==> config.mk <==
export PLATFORM = sky130hd
export DESIGN_NAME = pipelined_port_alloc
export DESIGN_NICKNAME = d
export VERILOG_FILES = /design/src/rtl/pipelined_port_alloc.sv
export SDC_FILE = /design/constraint.sdc
export NUM_CORES = 1
export LEC_CHECK = 0
export BUFFER_PORTS_ARGS = -buffer_cell sky130_fd_sc_hd__buf_2
export CAP_MARGIN = 10
export CORE_ASPECT_RATIO = 0.5
export CORE_MARGIN = 2
export CORE_UTILIZATION = 60
export DETAILED_ROUTE_END_ITERATION = 7
export GPL_ROUTABILITY_DRIVEN = 0
export PLACE_DENSITY_LB_ADDON = 0.1
export SLEW_MARGIN = 20
export SYNTH_ARGS = -nofsm -noshare
export SYNTH_HDL_FRONTEND = slang
export SYNTH_SLANG_ARGS = --single-unit
export TNS_END_PERCENT = 1
==> constraint.sdc <==
create_clock -name clk -period 11.4 [get_ports clk]
set_input_delay 1.71 -clock clk [delete_from_list [all_inputs] [get_ports clk]]
set_output_delay 1.71 -clock clk [all_outputs]
set_load 0.01 [all_outputs]
==> src/rtl/pipelined_port_alloc.sv <==
// pipelined_port_alloc
//
// Pipelined output-port allocator for a bufferless deflection router.
// It sits between the priority sort stage and the crossbar. Each cycle it can
// accept a set of NUM_PORT flits that arrive sorted by priority, with slot 0
// having the highest priority. Each valid flit receives one unique output
// port:
//   - a productive port, if one is still free;
//   - otherwise any free port, and the flit is flagged as deflected;
//   - otherwise no port, and the flit is flagged as dropped.
//
// Pipeline structure:
//   - R0 captures the incoming set.
//   - Stage s decides slot s only and writes its result into R(s+1).
//   - Results leave from RN.
//   - A set sampled at edge E is visible at the outputs after edge E+NUM_PORT.
//
// Parameters:
//   NUM_PORT  number of flit slots and output ports (2..16)
//   CNT_W     width of the statistics counters
//
// Ports:
//   clk, reset    clock and synchronous active-high reset (reset beats stall)
//   stall         freezes every pipeline register; in_valid is ignored
//   in_valid      a flit set is presented this cycle
//   flit_valid    bit i = slot i occupied
//   req_vector    slot i at [i*N +: N], bit j = port j is productive
//   port_avail    bit j = output port j usable for this set
//   out_valid     the outputs hold a completed set
//   alloc_vector  slot i at [i*N +: N], one-hot grant or zero
//   deflect       bit i = flit i got a non-productive port
//   drop          bit i = valid flit i got no port
//
// Optional build macro PORT_ALLOC_STATS_EN adds:
//   clear_stats     synchronous clear of both counters
//   deflect_count   saturating count of deflected flits
//   drop_count      saturating count of dropped flits

module pipelined_port_alloc #(
  parameter int NUM_PORT = 5,
  parameter int CNT_W    = 16
) (
  input  logic                         clk,
  input  logic                         reset,
  input  logic                         stall,
  input  logic                         in_valid,
  input  logic [NUM_PORT-1:0]          flit_valid,
  input  logic [NUM_PORT*NUM_PORT-1:0] req_vector,
  input  logic [NUM_PORT-1:0]          port_avail,
  output logic                         out_valid,
  output logic [NUM_PORT*NUM_PORT-1:0] alloc_vector,
  output logic [NUM_PORT-1:0]          deflect,
  output logic [NUM_PORT-1:0]          drop
`ifdef PORT_ALLOC_STATS_EN
  ,
  input  logic                         clear_stats,
  output logic [CNT_W-1:0]             deflect_count,
  output logic [CNT_W-1:0]             drop_count
`endif
);

  localparam int N  = NUM_PORT;
  localparam int NN = NUM_PORT * NUM_PORT;
  localparam logic [N-1:0] ONE = N'(1);

  // Pipeline registers. valid/alloc/deflect/drop exist in R0..RN.
  // The request, flit-valid and free-port context is only needed by the
  // stages, so it stops at R(N-1).
  logic            valid_q [0:N];
  logic [NN-1:0]   alloc_q [0:N];
  logic [N-1:0]    defl_q  [0:N];
  logic [N-1:0]    drop_q  [0:N];
  logic [N-1:0]    fv_q    [0:N-1];
  logic [NN-1:0]   req_q   [0:N-1];
  logic [N-1:0]    free_q  [0:N-1];

  // Results of stage s, to be loaded into R(s+1).
  logic [N-1:0]    prod_c  [0:N-1];
  logic [N-1:0]    grant_c [0:N-1];
  logic [N-1:0]    free_n  [0:N-1];
  logic [NN-1:0]   alloc_n [0:N-1];
  logic [N-1:0]    defl_n  [0:N-1];
  logic [N-1:0]    drop_n  [0:N-1];

  // Per-stage grant logic.
  // x & (~x + 1) isolates the lowest set bit, so ties go to the lowest port
  // index. The partial results arrive from R0 as zeros, so each stage only
  // needs to set the bits that belong to its own slot.
  always_comb begin
    for (int s = 0; s < N; s++) begin
      prod_c[s]  = req_q[s][s*N +: N] & free_q[s];
      grant_c[s] = '0;
      defl_n[s]  = defl_q[s];
      drop_n[s]  = drop_q[s];
      alloc_n[s] = alloc_q[s];
      if (fv_q[s][s]) begin
        if (prod_c[s] != '0) begin
          grant_c[s] = prod_c[s] & (~prod_c[s] + ONE);
        end else if (free_q[s] != '0) begin
          grant_c[s]   = free_q[s] & (~free_q[s] + ONE);
          defl_n[s][s] = 1'b1;
        end else begin
          drop_n[s][s] = 1'b1;
        end
      end
      alloc_n[s][s*N +: N] = grant_c[s];
      free_n[s]            = free_q[s] & ~grant_c[s];
    end
  end

  // All registers advance together, so bubbles move through the pipe like
  // data. Reset clears every valid bit, which discards any set in flight.
  // The context fields (fv/req/free) are not reset: without a valid bit
  // their contents are never observed.
  always_ff @(posedge clk) begin
    if (reset) begin
      for (int k = 0; k <= N; k++) begin
        valid_q[k] <= 1'b0;
        alloc_q[k] <= '0;
        defl_q[k]  <= '0;
        drop_q[k]  <= '0;
      end
    end else if (!stall) begin
      valid_q[0] <= in_valid;
      alloc_q[0] <= '0;
      defl_q[0]  <= '0;
      drop_q[0]  <= '0;
      fv_q[0]    <= flit_valid;
      req_q[0]   <= req_vector;
      free_q[0]  <= port_avail;
      for (int s = 0; s < N; s++) begin
        valid_q[s+1] <= valid_q[s];
        alloc_q[s+1] <= alloc_n[s];
        defl_q[s+1]  <= defl_n[s];
        drop_q[s+1]  <= drop_n[s];
      end
      for (int s = 0; s < N - 1; s++) begin
        fv_q[s+1]   <= fv_q[s];
        req_q[s+1]  <= req_q[s];
        free_q[s+1] <= free_n[s];
      end
    end
  end

  // Outputs come from RN and are forced to zero for bubbles, so that
  // downstream logic never sees stale grants.
  always_comb begin
    out_valid    = valid_q[N];
    alloc_vector = '0;
    deflect      = '0;
    drop         = '0;
    if (valid_q[N]) begin
      alloc_vector = alloc_q[N];
      deflect      = defl_q[N];
      drop         = drop_q[N];
    end
  end

`ifdef PORT_ALLOC_STATS_EN
  localparam int SW = CNT_W + 5;
  localparam logic [SW-1:0] CMAX = SW'({CNT_W{1'b1}});

  function automatic logic [4:0] popcnt(input logic [N-1:0] v);
    logic [4:0] c;
    c = '0;
    for (int i = 0; i < N; i++) begin
      c = c + {4'b0, v[i]};
    end
    return c;
  endfunction

  logic [SW-1:0] dsum;
  logic [SW-1:0] psum;

  assign dsum = SW'(deflect_count) + SW'(popcnt(defl_n[N-1]));
  assign psum = SW'(drop_count) + SW'(popcnt(drop_n[N-1]));

  // Count the flags as the final stage loads them into RN. The sums are
  // kept wide so that saturation can be detected without wrapping.
  always_ff @(posedge clk) begin
    if (reset || clear_stats) begin
      deflect_count <= '0;
      drop_count    <= '0;
    end else if (!stall && valid_q[N-1]) begin
      deflect_count <= (dsum > CMAX) ? {CNT_W{1'b1}} : dsum[CNT_W-1:0];
      drop_count    <= (psum > CMAX) ? {CNT_W{1'b1}} : psum[CNT_W-1:0];
    end
  end
`endif

endmodule

==> results of run 1 <==
## worst register-to-register path, delay by kind of cell, from the launching register on
family / cells / cell delay, ns
AO/OA/AOI/OAI: 2 / 0.35
AND/OR/NAND/NOR: 1 / 0.59
flip-flops: 1 / 0.49
## per-layer routing
layer | GRT usage, % | vias up | share of wire (%)
met2 | 25.2 | 163 | 45
met4 | 4.08 | 0 | 1.4
li1 | - | 2123 | -
met1 | 24.2 | 2060 | 46
met5 | 0 | - | 0
met3 | 3.99 | 17 | 7.5
## path summary, 6_finish.rpt
kind / cells past startpoint / endpoint / start / slack (ns)
hold reg to reg: 0 / req_q[0][99]$_DFFE_PP_ / req_q[0][74]$_DFFE_PP_ / 0.41
setup / recovery: 6 / alloc_q[4][16]$_SDFFCE_PN0P_ / stall / 7.77
hold / removal: 0 / req_q[0][99]$_DFFE_PP_ / req_q[0][74]$_DFFE_PP_ / 0.41
setup reg to reg: 3 / free_q[0][9]$_DFFE_PP_ / free_q[0][1]$_DFFE_PP_ / 9.72
## area by class of cell
| cell class | instances | area (µm²) | area share, % |
|---|---|---|---|
| sequential | 226 | 6790 | 69.2 |
| clock buffer | 24 | 537 | 5.47 |
| timing repair buffer | 77 | 400 | 4.08 |
| tap | 192 | 240 | 2.45 |
| inverter | 5 | 18.8 | 0.191 |
| clock inverter | 12 | 106 | 1.08 |
| multi-input combinational | 275 | 1720 | 17.5 |
## cell usage in the layout, fill, tap and decap left out, types with 4 or more instances in the layout
master and instances:
nand3_1 8, nand4_1 4, nand2_1 36, edfxtp_1 226
o21a_1 14, and2_1 111, buf_2 74, inv_1 5
nor3_1 13, clkbuf_16 21, a31oi_1 4, a22oi_1 9
nor3b_1 6, clkinv_1 6, a21oi_1 10, nor2_1 15
nor4_1 4, a21boi_0 4
## registers in the layout, indices dropped and copies added, names as in the netlist
| name | cells |
|---|---|
| drop_q | 15 |
| free_q | 25 |
| valid_q | 6 |
| req_q | 75 |
| alloc_q | 75 |
| defl_q | 15 |
| fv_q | 15 |
## power groups by stage
stage                     Clock (W)  Sequential [W]  Combinational, W
final                      0.000653        0.000979         0.0000599
after CTS                  0.000668        0.000979         0.0000604
after detailed placement          0        0.000997         0.0000600
after global routing       0.000698        0.000983         0.0000670
after global placement            0        0.000995         0.0000585
after floorplan                   0        0.000992         0.0000411
## cells by family (layout without fill, tap and decap cells)
kind of cell / after synthesis / count (layout)
DFF: 226 / 226
AOI/OAI and AO/OA: 59 / 59
buffers and inverters: 19 / 118
and+or+nand+nor: 216 / 216
## through the flow
stage	hold slack [ns]	total power (W)
2_1_floorplan	0.400	0.00103
3_3_place_gp	0.401	0.00105
3_5_place_dp	0.405	0.00106
4_1_cts	0.416	0.00171
5_1_grt	0.426	0.00175
6_report	0.415	0.00169
==> metrics.csv, run 1 <==
metric,value,unit
status,finished clean,
final_core_util,71.4,%
arrival,3.91,ns
internal_power,0.00136,W
synth_compound_area_share,5.32,%
nFillCells,891,
synthCells,520,
hold_viol,0,
synth_xor_area_share,0,%
grt_pass1_wl,19.8,mm
drt_iter0_drc,493,
track_usage,16.4,%
synth_simple_gate_area_share,14.6,%
synth-seq-area-share,79.2,%
hold_buffers,0,
synth_adder_area_share,0,%
cts-root-buf,clkbuf_16,
required,11.69,ns
relSlewSlack,33.7,%
path_max_fanout,119,
fin_area,9810,µm²
setup_viol,0,
max_stage_delay,0.75,ns
worstSetupPathType,input port to flop,
avgViaCountPerCell,5.38,
crit_buf_inv,3,
yosys_warnings,0,
seqPwrFrac,57.8,%
drc,0,
drive_gt1_share,18.9,%
gr-total-overflow,0,
p_sw_share,19.4,%
synth_area_leader_cell,edfxtp_1,
initial_core_util,62.4,%
cap_violations,0,
finalCritPeriodShare,31.8,%
max-vdd-ir-drop,0.123,mV
clockBufferDepth,3,
pin_count,75,
placementRows,30,
antennaDiodeCount,0,
clk_pin_slew,0.06,ns
drtAntennaViolNets,0,
p_per_area,172,nW/µm²
yosysUniqueCellTypes,35,
drt-wirelength-per-cell,15.1,µm
setup_ws,7.77,ns
yosysMostFrequentCell,edfxtp_1,
rsz0062_at_grt,false,
synth_area_leaders,"edfxtp_1, and2_1, nand2_1",
core,13700,µm²
die-width,173,µm
critPathCaptureType,flop,
synthArstFlopShare,0,%
cts_tree,built,
p_leak,3.68,nW
fin_nets,644,
layout.cells.non_filler,811,
grt_max_degree,120,
dpl_cell_area,9160,µm²
p_switching,0.000329,W
die_h,88.5,µm
critPathSlowestCell,buf_4,
pre_cts_ws,6.96,ns
worst_pin_slew,0.995,ns
finalMaxSlewViolations,0,
synth_top_family_by_area,simple AND/OR/NAND/NOR gates,
vias,4363,
cts_sinks,226,
area_growth,14.5,%
netlist_area,8570,µm²
htreeDepth,1,
synthTopCellsByCount,"edfxtp_1, and2_1, nand2_1",
fin_tns_setup,0,ns
start_kind,input port,
synth_nets,559,
clock_latency,0.48,ns
synthFlopType,edfxtp_1,
die_area,15300,µm²
grt_antenna_before_repair,0,
fmax,276,MHz
io_buffer_count,74,
min_path_type,flop to flop,
grt_pass1_vias,4023,
dp_hpwl,7.55,mm
clkPwrFrac,38.6,%
synth_top_area_share,79.2,%
cts_made_buffers,20,
cts_setup_buffers,0,
period_needed,3.63,ns
cts-resized-gates,0,
p_comb_share,3.5,%
critPathTopFamily,buffers and inverters,
synth_mux_area_share,0,%
finalWirelength,12.3,mm
dp.cells,775,
firstDrtPassIters,5,
cp_cell_sequence,buf_2 > nor2_4 > buf_4 > buf_6 > nand3_1 > a211oi_1,
clock_skew,0.0108,ns
ys_ff_latch,226,
synth_edf_count,226,
syn_area_per_cell,16.5,µm²
No activity file was read; power rests on OpenSTA's default activity.
==> run 2, diff against run 1 <==
--- a/config.mk
+++ b/config.mk
@@ -9,7 +9,7 @@
 export CAP_MARGIN = 10
 export CORE_ASPECT_RATIO = 0.5
 export CORE_MARGIN = 2
-export CORE_UTILIZATION = 60
+export CORE_UTILIZATION = 59
 export DETAILED_ROUTE_END_ITERATION = 7
 export GPL_ROUTABILITY_DRIVEN = 0
 export PLACE_DENSITY_LB_ADDON = 0.1
==> constraint.sdc (replaced) <==
create_clock -name clk -period 3.64 [get_ports clk]
set_input_delay 0.546 -clock clk [delete_from_list [all_inputs] [get_ports clk]]
set_output_delay 0.546 -clock clk [all_outputs]
set_load 0.01 [all_outputs]
==> run 2 against run 1 <==
Effect of this change: first-iteration DRC count down 16%; register-to-register slack got worse by 7.8 ns; worst hold slack got worse by 0.17 ns; non-clock buffer count grew 1; flip-flop and latch count unchanged; clock power rose to 2.9 times the previous value; worst setup slack worse by 6.4 ns; design area down 0.18%; critical endpoint is now drop[3]; largest cell class unchanged.
==> metrics.csv, run 2 (same netlist as run 1, synthesis figures left out) <==
metric,value,unit,change
drive_gt1_share,18.7,%,-0.23 points
grt_antenna_before_repair,1,,+1
critPathCaptureType,primary output,,
die_h,89.2,µm,+0.80%
dp.cells,782,,+0.90%
fmax,442,MHz,
layout.cells.non_filler,814,,+0.37%
cts_made_buffers,19,,-5.0%
whs,0.240,ns,-0.175 ns
clk_pin_slew,0.07,ns,about the same
drc,0,,unchanged
avgViaCountPerCell,5.27,,-2.1%
antennaDiodeCount,0,,unchanged
worst_pin_slew,0.766,ns,-0.229 ns
firstDrtPassIters,5,,unchanged
die-width,174,µm,+0.82%
setup_viol,0,,unchanged
area_growth,14.3,%,
finalMaxSlewViolations,0,,unchanged
cts_setup_buffers,0,,unchanged
start_kind,flop,,
finalCritPeriodShare,62.2,%,
path_max_fanout,36,,-70%
cts_tree,built,,
clock_latency,0.48,ns,about the same
dp_hpwl,7.55,mm,about the same
final_core_util,68.4,%,-3.0 points
p_per_area,528,nW/µm²,+210%
reg.largest.list,"alloc_q x75, req_q x75, free_q x25",,
clockBufferDepth,3,,unchanged
io_buffer_count,74,,unchanged
layout_common_cells,"edfxtp_1, and2_1, buf_2",,
max-vdd-ir-drop,0.465,mV,+280%
grt_pass1_vias,3882,,-3.5%
hold_viol,0,,unchanged
grt_pass1_wl,19.7,mm,-0.63%
die_area,15600,µm²,+1.6%
track_usage,16.2,%,-0.21 points
fin_nets,644,,unchanged
gr-total-overflow,0,,unchanged
placementRows,31,,+3.3%
pin_count,75,,unchanged
cts-resized-gates,0,,unchanged
hold_buffers,0,,unchanged
period_needed,2.26,ns,
cap_violations,0,,unchanged
required,3.09,ns,-8.60 ns
min_path_type,input port to flop,,
rsz0062_at_grt,false,,
status,finished clean,,
p_leak,3.67,nW,-0.40%
grt_max_degree,109,,-9.2%
initial_core_util,59.9,%,-2.5 points
worstSetupPathType,flop to primary output,,
drt_iter0_drc,416,,-16%
clock_skew,0.0139,ns,+0.00314 ns
drt-wirelength-per-cell,14.9,µm,-1.8%
final_common_cell,edfxtp_1,,
cts-root-buf,clkbuf_16,,
arrival,1.72,ns,-2.19 ns
cts_sinks,226,,unchanged
vias,4286,,-1.8%
drtAntennaViolNets,0,,unchanged
relSlewSlack,48.9,%,+15 points
core,14300,µm²,+4.2%
htreeDepth,1,,unchanged
finalWirelength,12.1,mm,-1.4%
-- run 2: changes by cell type in the layout (fill, tap and decap cells not counted) --
cell / previous run / this run
buf_12: 0 / 3
buf_6: 2 / 0
clkbuf_16: 21 / 19
clkinv_1: 6 / 5
clkinv_4: 1 / 0
-- run 2: through the flow --
stage | setup WS [ns] | setup TNS (ns) | area (µm²) | power, W
after global placement | 1.52 | 0 | 9210 | 0.00330
after CTS | 1.32 | 0 | 9790 | 0.00522
after detailed placement | 1.44 | 0 | 9210 | 0.00331
after global routing | 1.16 | 0 | 9790 | 0.00536
final | 1.38 | 0 | 9790 | 0.00517
after floorplan | -0.0832 | -9.23 | 8570 | 0.00323
-- run 2: path summary, 6_finish.rpt --
kind                                              start                           end  slack (ns)  depth (start not counted)
worst max-delay path            valid_q[0][5]$_DFFE_PP_                       drop[3]        1.38                          2
worst min-delay path                     req_vector[11]        req_q[0][11]$_DFFE_PP_        0.24                          1
worst max register to register  free_q[0][14]$_DFFE_PP_  alloc_q[3][10]$_SDFFCE_PN0P_        1.94                          3
worst min register to register   req_q[0][47]$_DFFE_PP_        req_q[0][72]$_DFFE_PP_        0.41                          0
-- run 2: worst max-delay path, stage by stage (launching register included) --
cell and delay, ns:
edfxtp_1 0.85, and2_1 0.26, buf_2 0.14
-- run 2: cell type report --
class	instances	area, µm²
sequential	226	6790
multi-input combinational	275	1720
inverter	5	18.8
clock buffer	22	487
clock inverter	10	93.8
fill	1001	4520
tap	198	248
timing repair buffer	78	438
-- run 2: where the power goes --
| part | switching [W] | internal, W |
|---|---|---|
| sequential | 0.0000580 | 0.00300 |
| clock | 0.000817 | 0.00110 |
| combinational | 0.000117 | 0.0000746 |
| total | 0.000992 | 0.00417 |
-- run 2: layer usage --
metal / GRT usage [%] / up-vias / wire length, µm
met5: 0 / - / 0
met4: 3.51 / 0 / 175
met3: 3.44 / 17 / 639
met2: 24.6 / 107 / 5500
met1: 24.7 / 2045 / 5780
li1: - / 2117 / -
==> run 3, diff against run 2 <==
==> constraint.sdc (replaced) <==
create_clock -name clk -period 2.3 [get_ports clk]
set_input_delay 0.345 -clock clk [delete_from_list [all_inputs] [get_ports clk]]
set_output_delay 0.345 -clock clk [all_outputs]
set_load 0.01 [all_outputs]
==> run 3 against run 2 <==
Effect of this change: die area unchanged; register-to-register slack worse by 1.5 ns; design area up 1.7%; clock power up 76%; non-clock buffer count up 7; sequential power up 58%; flip-flop and latch count unchanged; wire length up 1.7%; largest cell class unchanged; largest power group unchanged.
==> metrics.csv, run 3 (same netlist as run 1, synthesis figures left out) <==
metric,value,unit,change
core,14300,µm²,unchanged
cp_cell_sequence,buf_4 > and2_1 > buf_2,,
layout.cells.non_filler,825,,+1.4%
hold_buffers,0,,unchanged
die-width,174,µm,unchanged
finalMaxSlewViolations,0,,unchanged
cts_made_buffers,20,,+1
drt-wirelength-per-cell,14.9,µm,+0.36%
drt_iter0_drc,451,,+8.4%
setup_viol,0,,unchanged
p_switching,0.00164,W,+65%
reg.largest.list,"alloc_q x75, req_q x75, free_q x25",,
internal_power,0.00688,W,+65%
period_needed,1.97,ns,
clockBufferDepth,3,,unchanged
drc,0,,unchanged
max_stage_delay,0.58,ns,-0.27 ns
placementRows,31,,unchanged
fin_nets,652,,+1.2%
dp.cells,789,,+0.90%
firstDrtPassIters,5,,unchanged
io_buffer_count,74,,unchanged
status,finished clean,,
vias,4322,,+0.84%
grt_pass1_vias,3758,,-3.2%
cts_setup_buffers,0,,unchanged
htreeDepth,1,,unchanged
max-vdd-ir-drop,0.504,mV,+8.5%
required,1.96,ns,-1.13 ns
dp_hpwl,7.84,mm,+3.9%
crit_buf_inv,2,,+1
die_area,15600,µm²,unchanged
path_max_fanout,20,,-44%
p_per_area,856,nW/µm²,+62%
cts-resized-gates,0,,unchanged
grt_antenna_before_repair,1,,unchanged
p_comb_share,3.8,%,about the same
p_leak,3.75,nW,+2.3%
cts_sinks,226,,unchanged
gr-total-overflow,0,,unchanged
p_sw_share,19.2,%,about the same
finalCritPeriodShare,85.5,%,
layout_common_cells,"edfxtp_1, and2_1, buf_2",,
min_from,flit_valid[1],,
fmax,508,MHz,
rsz0062_at_grt,false,,
final_common_cell,edfxtp_1,,
cts-root-buf,clkbuf_16,,
drive_gt1_share,20.3,%,+1.6 points
critPathTopFamily,flip-flops,,
avgViaCountPerCell,5.24,,-0.50%
cap_violations,0,,unchanged
critPathCaptureType,primary output,,
clock_skew,0.00701,ns,-0.00689 ns
relSlewSlack,59.6,%,+11 points
start_kind,flop,,
grt_pass1_wl,19.6,mm,-0.38%
area_growth,16.2,%,
initial_core_util,59.9,%,unchanged
hold_viol,0,,unchanged
critPathSlowestCell,edfxtp_1,,
finalWirelength,12.3,mm,+1.7%
rr_startpoint,free_q[0][14]$_DFFE_PP_,,
track_usage,16.2,%,+0.037 points
cts_tree,built,,
crit_path_start,valid_q[0][5]$_DFFE_PP_,,
pin_count,75,,unchanged
arrival,1.62,ns,-0.10 ns
clock_latency,0.48,ns,about the same
drtAntennaViolNets,0,,unchanged
seqPwrFrac,56.8,%,-2.5 points
worstSetupPathType,flop to primary output,,
worst_pin_slew,0.605,ns,-0.160 ns
fin_tns_setup,0,ns,unchanged
min_path_type,input port to flop,,
clkPwrFrac,39.4,%,+2.4 points
grt_max_degree,74,,-32%
clk_pin_slew,0.07,ns,about the same
final_core_util,69.6,%,+1.2 points
die_h,89.2,µm,unchanged
[run 3: changes by cell type in the layout (fill, tap and decap cells not counted), sizes merged]
cell,change
bufinv,+1
clkinvlp,+1
diode,+1
buf,+7
clkbuf,+2
clkinv,-1
[run 3: through the flow]
| stage | setup slack (ns) | power [W] | hold slack (ns) | area (µm²) |
|---|---|---|---|---|
| floorplan | 0.0876 | 0.00511 | 0.400 | 8570 |
| global placement | 0.491 | 0.00525 | 0.400 | 9290 |
| detailed placement | 0.485 | 0.00526 | 0.405 | 9290 |
| CTS | 0.281 | 0.00862 | 0.0162 | 9950 |
| global route | 0.140 | 0.00883 | 0.0117 | 9950 |
| finish | 0.333 | 0.00852 | 0.0312 | 9960 |
[run 3: final timing paths]
kind,endpoint,cells after the start,slack [ns]
setup / recovery,alloc_vector[21],3,0.33
hold reg to reg,req_q[0][47]$_DFFE_PP_,0,0.42
setup reg to reg,drop_q[3][2]$_SDFFCE_PN0P_,3,0.49
hold / removal,fv_q[0][1]$_DFFE_PP_,1,0.03
[run 3: layer usage]
layer  routed length (µm)  track usage, %
met4                  172            3.51
met2                 5320            23.3
met5                    0               0
met3                  768            4.04
met1                 6040            25.4
[run 3: power groups by stage]
| stage | registers (W) | logic, W | clock network (W) |
|---|---|---|---|
| detailed placement | 0.00493 | 0.000329 | 0 |
| finish | 0.00484 | 0.000325 | 0.00336 |
| global placement | 0.00492 | 0.000323 | 0 |
| CTS | 0.00484 | 0.000331 | 0.00345 |
| global route | 0.00486 | 0.000366 | 0.00361 |
| floorplan | 0.00490 | 0.000205 | 0 |
[run 3: area by class of cell]
class	instances	area [µm²]
repair buffers	85	515
inverters	5	18.8
clock buffers	24	537
multi-input cells	275	1720
diodes	1	2.50
well taps	198	248
clock inverters	11	129
fillers	943	4360
flip-flops and latches	226	6790
[run 3: worst reg2reg max path: cells and delay by family (launching register included)]
family / cells / cell delay [ns]
AND/OR/NAND/NOR: 2 / 0.58
flip-flops: 1 / 0.48
AO/OA/AOI/OAI: 1 / 0.50
